`src/rtl/stage_pipe_reg.sv`:
```
// stage_pipe_reg: DEPTH-deep valid/ready pipeline register carrying instruction + PC.
// Define STAGE_PIPE_PERF_EN to build the saturating stall/bubble performance counters.
module stage_pipe_reg #(
  parameter int INSTR_W = 32,
  parameter int PC_W    = 32,
  parameter int DEPTH   = 1
) (
  input  logic                       clk,
  input  logic                       reset,
  input  logic                       in_valid,
  output logic                       in_ready,
  input  logic [INSTR_W-1:0]         instr_in,
  input  logic [PC_W-1:0]            counter_in,
  input  logic                       stall,
  input  logic                       flush,
  output logic                       out_valid,
  input  logic                       out_ready,
  output logic [INSTR_W-1:0]         instr_out,
  output logic [PC_W-1:0]            counter_out,
  output logic [$clog2(DEPTH+1)-1:0] count,
  output logic [15:0]                stall_cnt,
  output logic [15:0]                bubble_cnt
);

  localparam int CNT_W = $clog2(DEPTH+1);

  logic [DEPTH-1:0]   v_q, v_d, adv;
  logic [INSTR_W-1:0] instr_q [DEPTH];
  logic [INSTR_W-1:0] instr_d [DEPTH];
  logic [PC_W-1:0]    pc_q    [DEPTH];
  logic [PC_W-1:0]    pc_d    [DEPTH];
  logic [CNT_W-1:0]   count_d;
  logic               accept;

  // Advance chain runs from the output stage back towards stage 0.
  always_comb begin
    logic a;
    a = !stall && (!v_q[DEPTH-1] || out_ready);
    adv[DEPTH-1] = a;
    for (int k = DEPTH - 2; k >= 0; k--) begin
      a      = !stall && (!v_q[k] || a);
      adv[k] = a;
    end
  end

  assign in_ready = adv[0] && !flush && !reset;
  assign accept   = in_valid && in_ready;

  always_comb begin
    // NOTE: every always_comb output gets a default first so no path leaves it unassigned (no latch).
    v_d     = v_q;
    instr_d = instr_q;
    pc_d    = pc_q;
    if (flush) begin
      v_d     = '0;
      instr_d = '{default: '0};
      pc_d    = '{default: '0};
    end else begin
      if (adv[0]) begin
        v_d[0]     = accept;
        instr_d[0] = accept ? instr_in   : '0;
        pc_d[0]    = accept ? counter_in : '0;
      end
      // Invalid stages always hold zero data, so shifting an empty stage forward zeroes the next one.
      for (int k = 1; k < DEPTH; k++) begin
        if (adv[k]) begin
          v_d[k]     = v_q[k-1];
          instr_d[k] = instr_q[k-1];
          pc_d[k]    = pc_q[k-1];
        end
      end
    end
    count_d = '0;
    for (int k = 0; k < DEPTH; k++) count_d = count_d + CNT_W'(v_d[k]);
  end

  always_ff @(posedge clk) begin
    // NOTE: sequential state uses non-blocking assignments so all stages update from pre-edge values.
    if (reset) begin
      v_q   <= '0;
      count <= '0;
      // NOTE: the data arrays are reset too, because outputs must read zero whenever a stage is empty.
      for (int k = 0; k < DEPTH; k++) begin
        instr_q[k] <= '0;
        pc_q[k]    <= '0;
      end
    end else begin
      v_q     <= v_d;
      instr_q <= instr_d;
      pc_q    <= pc_d;
      count   <= count_d;
    end
  end

  assign out_valid   = v_q[DEPTH-1];
  assign instr_out   = v_q[DEPTH-1] ? instr_q[DEPTH-1] : '0;
  assign counter_out = v_q[DEPTH-1] ? pc_q[DEPTH-1]    : '0;

`ifdef STAGE_PIPE_PERF_EN
  // Saturating counters; flush deliberately leaves them alone.
  always_ff @(posedge clk) begin
    if (reset) begin
      stall_cnt  <= '0;
      bubble_cnt <= '0;
    end else begin
      if (stall && stall_cnt != 16'hFFFF) stall_cnt <= stall_cnt + 16'd1;
      if (!out_valid && out_ready && bubble_cnt != 16'hFFFF) bubble_cnt <= bubble_cnt + 16'd1;
    end
  end
`else
  assign stall_cnt  = '0;
  assign bubble_cnt = '0;
`endif

endmodule

```
`config.mk`:
```
export PLATFORM = sky130hd
export DESIGN_NAME = stage_pipe_reg
export DESIGN_NICKNAME = d
export VERILOG_FILES = /design/src/rtl/stage_pipe_reg.sv
export SDC_FILE = /design/constraint.sdc
export NUM_CORES = 1
export LEC_CHECK = 0
export ABC_AREA = 0
export CORE_UTILIZATION = 41
export DETAILED_ROUTE_END_ITERATION = 8
export PLACE_DENSITY = 0.81
export SYNTH_ARGS = -nofsm -noshare
export SYNTH_HDL_FRONTEND = slang
export SYNTH_SLANG_ARGS = --single-unit
```
`constraint.sdc`:
```
create_clock -name clk -period 1.6 [get_ports clk]
set_input_delay 0.4 -clock clk [delete_from_list [all_inputs] [get_ports clk]]
set_output_delay 0.4 -clock clk [all_outputs]
set_load 0.01 [all_outputs]
```
==> qor.yml <==
drt_iter0_drc: 170
cts.sinks: 65
fillCellCount: 734
syn_to_final_growth_pct: 38.8
path_class: "reg -> out"
slew_viol_final: 0
cp.required_ns: 1.20
finClkSkew_ns: 0.0111
slew_headroom_pct: 49.1
ys.warnings.count: 0
ant_nets: 0
globalplace.congestion: 0.731
cts.clk_slew.worst_paths_ns: 0.07
via_count: 3407
holdWs_ns: 0.470
drt-pass1-iter-count: 4
placed_cells: 615
hold_viol: 0
cts_root_buf: "clkbuf_8"
ys_ff_latch: 65
htreeDepth: 3
cpPeakStageDelay_ns: 0.36
syn_area_um2: 3480
io_pins: 169
clock_latency_ns: 0.34
max_slew.worst_pin.slew_ns: 0.764
fp.dieArea_um2: 8870
antenna_found_initial: 0
synth.distinct_cells: 17
n_antenna_cell: 0
worst_ep_arrival_time_ns: 1.38
fin_nets: 598
leakagePower_nw: 2.12
path_common_cell: "buf_6"
drive_gt1_share_pct: 32.1
crit_family: "simple AND/OR/NAND/NOR gates"
initial_core_util_pct: 42.4
critPathLaunchType: "flop"
min_path_type: "reg -> reg"
period_share_pct: 111
cts_made_buffers: 9
setup_slack_ns: -0.180
maxCapViolCount: 0
cp_cell_sequence: "buf_6, nor2b_4, or2_4, nor2_4, buf_6"
fmax_mhz: 562
cp-end-kind: "output port"
seq_area_frac_synth_pct: 37.4
drc: 0
violations: "setup timing"
core_area_um2: 8220
power_density_nw_per_um2: 750
tritoncts: "done"
io_buffers: 136
grt-ovfl-total: 0
grt.total_usage_pct: 22.7
grt_pass1_vias: 3162
clk_path_buf_depth: 2
setup_viol: 130
total_power_mw: 3.62
dp_hpwl_mm: 5.82
wirelength_mm: 10.0
design_area_um2: 4830
rows: 33
fp.dieW_um: 94.2
finalNonFillerCells: 637
synth_area_per_cell_um2: 8.45
crit_buf_inv: 2
rsz0062_at_grt: "yes"
die_y_um: 94.2
layout_min_cycle_time_ns: 1.78
avgViaCountPerCell: 5.35
ir_worst_vdd_uv: 410
grt_pass1_wl_mm: 15.7
grt_max_degree: 66
tns_ns: -7.50
cp_slowest_cell: "dfxtp_4"
status: "complete, but fails checks"
placed_cell_area_um2: 4700
synth_cells: 412
cp_max_fo: 4
cts_hold_buf: 0
wl_per_cell_um: 15.7
==> per-stage QoR <==
| stage | utilization (%) | worst slack [ns] |
|---|---|---|
| floorplan | - | 0.0509 |
| global placement | 57.2 | -0.717 |
| detailed placement | 57.2 | -0.748 |
| CTS | 58.4 | -0.194 |
| global route | 58.8 | -0.234 |
| finish | 58.8 | -0.180 |
==> cells in the mapped netlist <==
master    count  area share (%)
a31o_2       52              13
or2_1         2            0.36
nand2_1      65             7.0
buf_6        11             3.6
nor2b_4       1            0.40
clkbuf_1     25             2.7
buf_1         4            0.43
buf_2         9             1.3
and2_1       64              11
a31o_1       12             3.0
conb_1        1            0.11
o21ai_0       1            0.14
dfxtp_1      65              37
buf_4        33             7.1
nor4_1       64              11
nor2_1        2            0.22
o211ai_1      1            0.22
==> power by group <==
part | switching (mW) | internal, mW
logic | 0.284 | 0.268
clock network | 0.604 | 0.798
registers | 0.0173 | 1.65
total | 0.905 | 2.72
==> registers in the layout, indices dropped and copies added, names as in the netlist <==
signal     count
pc_q          32
instr_q       32
out_valid      1
==> logic make-up after synthesis <==
| logic type | Yosys count | synth area share [%] |
|---|---|---|
| and+or+nand+nor | 198 | 31.0 |
| DFF | 65 | 37.4 |
| AOI/OAI and AO/OA | 66 | 16.5 |
| other | 1 | 0.108 |
| buffers and inverters | 82 | 15.1 |
==> cell usage in the layout (no fill, tap or decap), types with 9 or more instances in the layout <==
master           count
a31o_1              12
a31o_2              52
and2_1              57
buf_2               60
buf_4                9
buf_6               10
clkbuf_8            11
clkdlybuf4s50_1     65
conb_1              32
dfxtp_1             64
nand2_1             65
nor4_1              60
==> layout make-up <==
cell class	instances	area [um2]	area share, %
Clock buffer	13	159	3.29
Clock inverter	2	37.5	0.777
Multi-Input combinational cell	296	1840	38.1
Sequential cell	65	1310	27.0
Tap cell	105	131	2.72
Timing Repair Buffer	156	1360	28.1
==> per-layer routing <==
layer	share of wire [%]	track usage [%]	vias to the layer above	wire (um)
li1	-	-	1634	-
met1	43	28.5	1588	4340
met2	47	37.5	166	4720
met4	1.9	8.85	0	189
met5	0	0	-	0
met3	7.7	5.10	19	772
==> final timing paths <==
path / startpoint / end / slack, ns / cells past startpoint
max: out_valid / in_ready / -0.18 / 5
min: instr_q[30] / instr_q[30] / 0.47 / 1
max reg2reg: out_valid / instr_q[26] / -0.11 / 5
min reg2reg: instr_q[30] / instr_q[30] / 0.47 / 1
==> repair_timing <==
action / in CTS / in global routing
setup buffers: 4 / 1
endpoints found under the setup margin: 132 / 130
cloned: 3 / 1
resized for setup: 302 / 13
Note: power is estimated with default switching activity, not from simulation.
